**config.mk**
```make
export PLATFORM = sky130hd
export DESIGN_NAME = mul_signed
export DESIGN_NICKNAME = d
export VERILOG_FILES = /design/src/rtl/mul_signed.sv
export SDC_FILE = /design/constraint.sdc
export NUM_CORES = 1
export LEC_CHECK = 0
export CAP_MARGIN = 20
export CORE_MARGIN = 2
export CORE_UTILIZATION = 30
export DETAILED_ROUTE_END_ITERATION = 10
export DONT_BUFFER_PORTS = 1
export GPL_TIMING_DRIVEN = 0
export PLACE_DENSITY = 0.41
export SYNTH_ARGS = -nofsm -noshare
export SYNTH_HDL_FRONTEND = slang
export SYNTH_SLANG_ARGS = --single-unit
export TNS_END_PERCENT = 5
```
**constraint.sdc**
```tcl
create_clock -name iClk -period 8.3 [get_ports iClk]
set_input_delay 1.245 -clock iClk [delete_from_list [all_inputs] [get_ports iClk]]
set_output_delay 1.245 -clock iClk [all_outputs]
set_load 0.02 [all_outputs]
```
**src/rtl/mul_signed.sv**
```systemverilog
// mul_signed: signed WI x WI radix-4 Booth multiplier with full 2*WI-bit product.
//    iClk   : clock, registered path updates on rising edge
//    iRsn   : asynchronous active-low reset (clears registered path only)
//    w, x   : signed operands (weight, activation)
//    y      : combinational product w*x
//    iValid : qualifies w/x for the registered path
//    oValid : registered-path valid
//    oY     : registered product, holds while no new valid product arrives
// Optional macro MUL_PIPE2_EN: registers the two halves of the adder tree,
// making the registered path 2 cycles deep; y stays combinational.
module mul_signed #(
   parameter int WI = 8
) (
   input  logic                   iClk,
   input  logic                   iRsn,
   input  logic signed [WI-1:0]   w,
   input  logic signed [WI-1:0]   x,
   output logic signed [2*WI-1:0] y,
   input  logic                   iValid,
   output logic                   oValid,
   output logic signed [2*WI-1:0] oY
);
   localparam int W2 = 2 * WI;
   localparam int NX = (WI + 1) / 2;
   // leaf count rounded up to a power of two so the heap-ordered tree is balanced
   localparam int NP = 1 << $clog2(NX);
   logic signed [2*NX-1:0] xs;
   logic        [2*NX:0]   xe;
   logic signed [W2-1:0]   we;
   logic signed [W2-1:0]   mag;
   logic                   neg;
   logic signed [W2-1:0]   node [2*NP-1];
   logic                   valid_d, valid_q;
   logic signed [W2-1:0]   y_d, y_q;
   always_comb begin
      // odd WI gains one sign bit; the appended 0 is the implicit x[-1] of Booth recoding
      xs = (2*NX)'(x);
      xe = {xs, 1'b0};
      we = W2'(w);
      mag = '0;
      neg = 1'b0;
      for (int k = 0; k < NP; k++) node[NP-1+k] = '0;
      for (int i = 0; i < NX; i++) begin
         mag = (xe[2*i+1] ^ xe[2*i]) ? we : ((xe[2*i+2] ^ xe[2*i+1]) ? we <<< 1 : '0);
         neg = xe[2*i+2] & ~(xe[2*i+1] & xe[2*i]);
         node[NP-1+i] = (neg ? -mag : mag) <<< (2*i);
      end
      // node[k] sums children 2k+1 and 2k+2; wraparound is exact since the product fits W2 bits
      for (int k = NP - 2; k >= 0; k--) node[k] = node[2*k+1] + node[2*k+2];
   end
   assign y = node[0];
`ifdef MUL_PIPE2_EN
   logic                 v1_d, v1_q;
   logic signed [W2-1:0] lo_n, hi_n, lo_d, lo_q, hi_d, hi_q;
   if (NP > 1) begin : g_split
      assign lo_n = node[1];
      assign hi_n = node[2];
   end else begin : g_single
      assign lo_n = node[0];
      assign hi_n = '0;
   end
   always_comb begin
      v1_d    = iValid;
      lo_d    = iValid ? lo_n : lo_q;
      hi_d    = iValid ? hi_n : hi_q;
      valid_d = v1_q;
      y_d     = v1_q ? lo_q + hi_q : y_q;
   end
   always_ff @(posedge iClk or negedge iRsn) begin
      if (!iRsn) begin
         v1_q <= 1'b0;
         lo_q <= '0;
         hi_q <= '0;
      end else begin
         v1_q <= v1_d;
         lo_q <= lo_d;
         hi_q <= hi_d;
      end
   end
`else
   always_comb begin
      valid_d = iValid;
      y_d     = iValid ? y : y_q;
   end
`endif
   always_ff @(posedge iClk or negedge iRsn) begin
      if (!iRsn) begin
         valid_q <= 1'b0;
         y_q     <= '0;
      end else begin
         valid_q <= valid_d;
         y_q     <= y_d;
      end
   end
   assign oValid = valid_q;
   assign oY     = y_q;
endmodule

```
* Word-level counts from Yosys, hierarchy flattened
Cells that the tools add are included.
** Storage, ports and cells
- Register bits after elaboration :: 17
- Word-level logic and storage cells :: 37
** Cells by class
- $add $sub $neg :: 7
- Multiplexer cells :: 12
- Bitwise logic cells :: 16
** Operators with widths (count)
- adder 16 bit :: 3
- two-way mux 16 bit :: 3
- two-way mux 14 bit :: 3
- two-way mux 12 bit :: 3
- two-way mux 10 bit :: 3
- negation 16 bit :: 1
- negation 14 bit :: 1
- negation 12 bit :: 1
- negation 10 bit :: 1
- XOR 1 bit :: 7
- AND 1 bit :: 6
- NOT 1 bit :: 3

* Depth between registers and ports, before layout
- Depth in word-level cells :: 7
- Mapped depth :: 23
- Mapped depth without buffers :: 21

* Worst setup path after synthesis
No wires, ideal clock.
- Path type :: in2out
- From :: input port x[1]
- To :: output port y[15]
- Arrival :: 5.643 ns
- Required time :: 7.055 ns
- Slack :: 1.412 ns
- Cell stages on the path :: 19
- Buffers on the path :: 2
- Cell sequence :: ha_1 > clkbuf_1 > clkbuf_1 > a22oi_1 > ha_1 > a31oi_1 > nor2_1 > a21oi_1 > o22ai_1 > or2_2 > fa_1 > fa_1 > xor2_1 > mux2_1 > nor2_1 > a211o_1 > nor2_1 > xnor2_1 > xnor2_1
** Between the ends
- Cells in the longest elaborated chain, start to end :: 7
- Elaborated cells between the ends (all ways) :: 14
** Ends and longest elaborated chain
- start: declaration :: line 17 : input logic signed [WI-1:0] x,
- XOR 1 bit :: line 44 : mag = (xe[2*i+1] ^ xe[2*i]) ? we : ((xe[2*i+2] ^ xe[2*i+1]) ? we <<< 1 : '0);
- two-way mux 16 bit (2 in a row) :: line 44
- negation 16 bit :: line 46 : node[NP-1+i] = (neg ? -mag : mag) <<< (2*i);
- two-way mux 16 bit :: line 46
- adder 16 bit (*) (2 in a row) :: line 49 : for (int k = NP - 2; k >= 0; k--) node[k] = node[2*k+1] + node[2*k+2];
- end: declaration :: line 18 : output logic signed [2*WI-1:0] y,
Mark *: on every way between the ends. The rest lies on a longest branch, timed or not.

* Worst setup path after layout
Same ends and word-level chain as after synthesis.

==> out/qor.tcl <==
set qor(drt-initial-drc-count) 236
set qor(ys_seq_elements) 17
set qor(max_cap_viol_count) 0
set qor(p_leak_nw) 1.72
set qor(maximum_clock_insertion_buffer_count) 2
set qor(clockPowerShare_pct) 8.0
set qor(synth_top_family_by_area) {compound AO/OA/AOI/OAI gates}
set qor(sequential_share_of_the_synthesized_area_pct) 11.5
set qor(synth.top_cells.by_area) {sky130_fd_sc_hd__dfrtp_1, sky130_fd_sc_hd__fa_1, sky130_fd_sc_hd__ha_1, sky130_fd_sc_hd__nand2_1, sky130_fd_sc_hd__xnor2_1}
set qor(number_of_clock_sinks) 17
set qor(post_synth_fa_ha_maj_area_fraction_pct) 19.1
set qor(holdPathEnd) {oY[2]$_DFFE_PN0P_}
set qor(seqPwrFrac_pct) 15.6
set qor(power.switching_uw) 678
set qor(min_delay_path_depth) 1
set qor(final_core_utilization_pct) 33.2
set qor(synth_compound_area_share_pct) 23.0
set qor(number_of_global_route_vias_before_repair) 3479
set qor(tightestPinTransition_ns) 0.875
set qor(fin_tns_setup_ns) 0
set qor(n_antenna_cell) 0
set qor(relSlewSlack_pct) 41.2
set qor(grt_max_degree) 18
set qor(yosys.cell_count.top_type) {sky130_fd_sc_hd__nand2_1}
set qor(syn-instance-count) 500
set qor(synthSimpleGateAreaFrac_pct) 21.9
set qor(p_total_mw) 1.19
set qor(setup.worst_path.end_class) {output pin}
set qor(clkLatencyLatePin_ns) 0.24
set qor(vdd.ir_drop.worst_mv) 0.129
set qor(ys_types) 61
set qor(path_max_fanout) 10
set qor(post_cts_resize_count) 0
set qor(hold_ws_ns) 0.663
set qor(avgSynthCellArea_sq_um) 7.42
set qor(timing.setup.critical_path_class) {input port to output pin}
set qor(power.combinational.fraction_pct) 76.5
set qor(floorplan.initialDensity_pct) 30.7
set qor(yosys_most_used_dff) {sky130_fd_sc_hd__dfrtp_1}
set qor(finClkSkew_ns) 0
set qor(dp_hpwl_mm) 9.47
set qor(mappedNetlistNets) 563
set qor(post_cts_buffers) 0
set qor(min_path_type) {register to register}
set qor(power_density_nw_per_um2) 298
set qor(core_sq_um) 12100
set qor(yosysWarningCount) 0
set qor(maxClockFrequency_mhz) 129
set qor(multi_input_area_sq_um) 2980
set qor(die_height_um) 115
set qor(detailed_routing_iterations_pass_1) 5
set qor(rr_endpoint) {oY[15]$_DFFE_PN0P_}
set qor(die_w_um) 115
set qor(area_of_all_placed_cells_without_fillers_sq_um) 4000
set qor(async_reset_ff_share_pct) 100
set qor(finalCritPeriodShare_pct) 93.5
set qor(finalWorstSetupSlack_ns) 0.536
set qor(worst_setup_hold_path_clk_slew_ns) 0.05
set qor(cp-start-kind) {input port}
set qor(area_delta_synth_final_pct) 7.83
set qor(synth_edf_count) 0
set qor(synth_area_leader) {sky130_fd_sc_hd__dfrtp_1}
set qor(grt_setup_unrepaired) {no}
set qor(clock_tree_from_tritoncts) {yes}
set qor(r2r.worst_path.cells) 2
set qor(grt-ovfl-total) 0
set qor(setup.reg_to_reg.worst_slack_ns) 7.17
set qor(power_switching_share_pct) 56.9
set qor(fillers) 1331
set qor(drc_viols) 0
set qor(post_drt_via_cell_ratio) 5.29
set qor(routabilityCongestion) 0.862
set qor(outcome) {finished clean}
set qor(r2r-start) {oY[15]$_DFFE_PN0P_}
set qor(synthDominantCellAreaShare_pct) 11.5
set qor(yosys.area_share.xor_xnor_pct) 10.3
set qor(cp.arrival_ns) 6.52
set qor(post_synth_mux_area_share_pct) 5.97
set qor(grt_pass1_wl_mm) 18.7
set qor(routed-via-count) 3557
set qor(power.internal_uw) 513
set qor(count_of_port_buffers_added_during_placement) 0
set qor(period_needed_ns) 7.76
set qor(pin_count) 52
set qor(synthTopCellsByCount) {sky130_fd_sc_hd__nand2_1, sky130_fd_sc_hd__nor2_1, sky130_fd_sc_hd__inv_1, sky130_fd_sc_hd__a21oi_1, sky130_fd_sc_hd__o21ai_0}
set qor(pre_cts_ws_ns) 0.550
set qor(grt_usage_pct) 18.0
set qor(worstPathRequired_ns) 7.05
set qor(antenna_left) 0
set qor(tritoncts.num_buffers) 3
set qor(cts-htree-levels) 1
set qor(floorplan.rows) 40
set qor(holdBufCountCts) 0
set qor(antenna_found_initial) 0
set qor(syn-cell-area_sq_um) 3710
set qor(fp.dieArea_sq_um) 13300
set qor(timing.final.hold_violations) 0
set qor(finalWirelength_mm) 11.6
set qor(cts-root-buf) {sky130_fd_sc_hd__clkbuf_16}
set qor(final_cell_count_no_fill) 672
set qor(final_net_count) 568
set qor(startpoint_of_the_worst_hold_path) {oY[2]$_DFFE_PN0P_}
set qor(final-setup-viol-count) 0
set qor(placement.cell_area_sq_um) 3920
set qor(drt-wirelength-per-cell_um) 17.2
set qor(place_inst) 668
set qor(timing.final.max_slew_violations) 0
set qor(register_area_sq_um) 425
set qor(layout-drive-gt1-share_pct) 6.94
==> critical path, cell delays in order <==
cell and delay [ns]:
sky130_fd_sc_hd__ha_1 0.33, sky130_fd_sc_hd__clkbuf_1 0.34, sky130_fd_sc_hd__clkbuf_1 0.45, sky130_fd_sc_hd__a22oi_1 0.20, sky130_fd_sc_hd__ha_1 0.33, sky130_fd_sc_hd__a31oi_1 0.34
sky130_fd_sc_hd__nor2_1 0.09, sky130_fd_sc_hd__a21oi_1 0.13, sky130_fd_sc_hd__o22ai_1 0.12, sky130_fd_sc_hd__or2_2 0.34, sky130_fd_sc_hd__fa_1 0.48, sky130_fd_sc_hd__fa_1 0.51
sky130_fd_sc_hd__xor2_1 0.31, sky130_fd_sc_hd__mux2_1 0.36, sky130_fd_sc_hd__nor2_1 0.08, sky130_fd_sc_hd__a211o_1 0.18, sky130_fd_sc_hd__nor2_1 0.08, sky130_fd_sc_hd__xnor2_1 0.15
sky130_fd_sc_hd__xnor2_1 0.45
==> cell families (layout without fill, tap and decap cells) <==
kind of cell | count (synthesis) | in the layout
adder cells (fa/ha/maj) | 44 | 44
AO/OA/AOI/OAI | 132 | 132
multiplexers | 20 | 20
flip-flops | 17 | 17
buffers and inverters | 78 | 82
XOR/XNOR | 42 | 42
AND/OR/NAND/NOR | 167 | 167
==> worst max-delay path by stage <==
stage | slack [ns] | startpoint | cells after the start | to
after global routing | 0.13 | x[1] | 19 | y[15]
final | 0.54 | x[1] | 19 | y[15]
after floorplan | 1.41 | x[1] | 19 | y[15]
after global placement | 0.58 | x[1] | 19 | y[15]
after detailed placement | 0.55 | x[1] | 19 | y[15]
after CTS | 0.53 | x[1] | 19 | y[15]
==> layer usage <==
metal  GRT usage, %  share of wire, %  vias up
met2           30.2                47       75
met1           25.7                47     1740
met4           2.49               1.0        0
met3           1.63               4.4       10
li1               -                 -     1732
met5              0                 0        -
==> registers in the layout, indices dropped and copies added (netlist names) <==
register and flops:
oY 16, oValid 1
==> placed cells by master, fill, tap and decap left out, drive strengths merged, types with 6 or more instances in the layout <==
cell	n
a211oi	6
a21o	6
a21oi	35
a22oi	12
buf	9
clkbuf	25
dfrtp	17
fa	21
ha	23
inv	47
mux2	17
nand2	51
nand2b	6
nand3	12
nor2	48
nor2b	13
nor3	6
o21ai	37
or3	8
xnor2	22
xor2	20
==> cell type report <==
type | count | share of cell area [%]
Clock inverter | 1 | 0.125
Inverter | 47 | 4.41
Sequential cell | 17 | 10.6
Buffer | 31 | 3.16
Tap cell | 168 | 5.26
Multi-Input combinational cell | 405 | 74.5
Clock buffer | 3 | 1.88
==> power by group through the flow <==
stage          clock (mW)  sequential (mW)  combinational [mW]
2_1_floorplan           0            0.181               0.755
3_3_place_gp            0            0.187               0.919
3_5_place_dp            0            0.188               0.924
4_1_cts            0.0977            0.187               0.927
5_1_grt             0.103            0.190                1.03
6_report           0.0949            0.185               0.911
(Power assumes the default switching activity.)
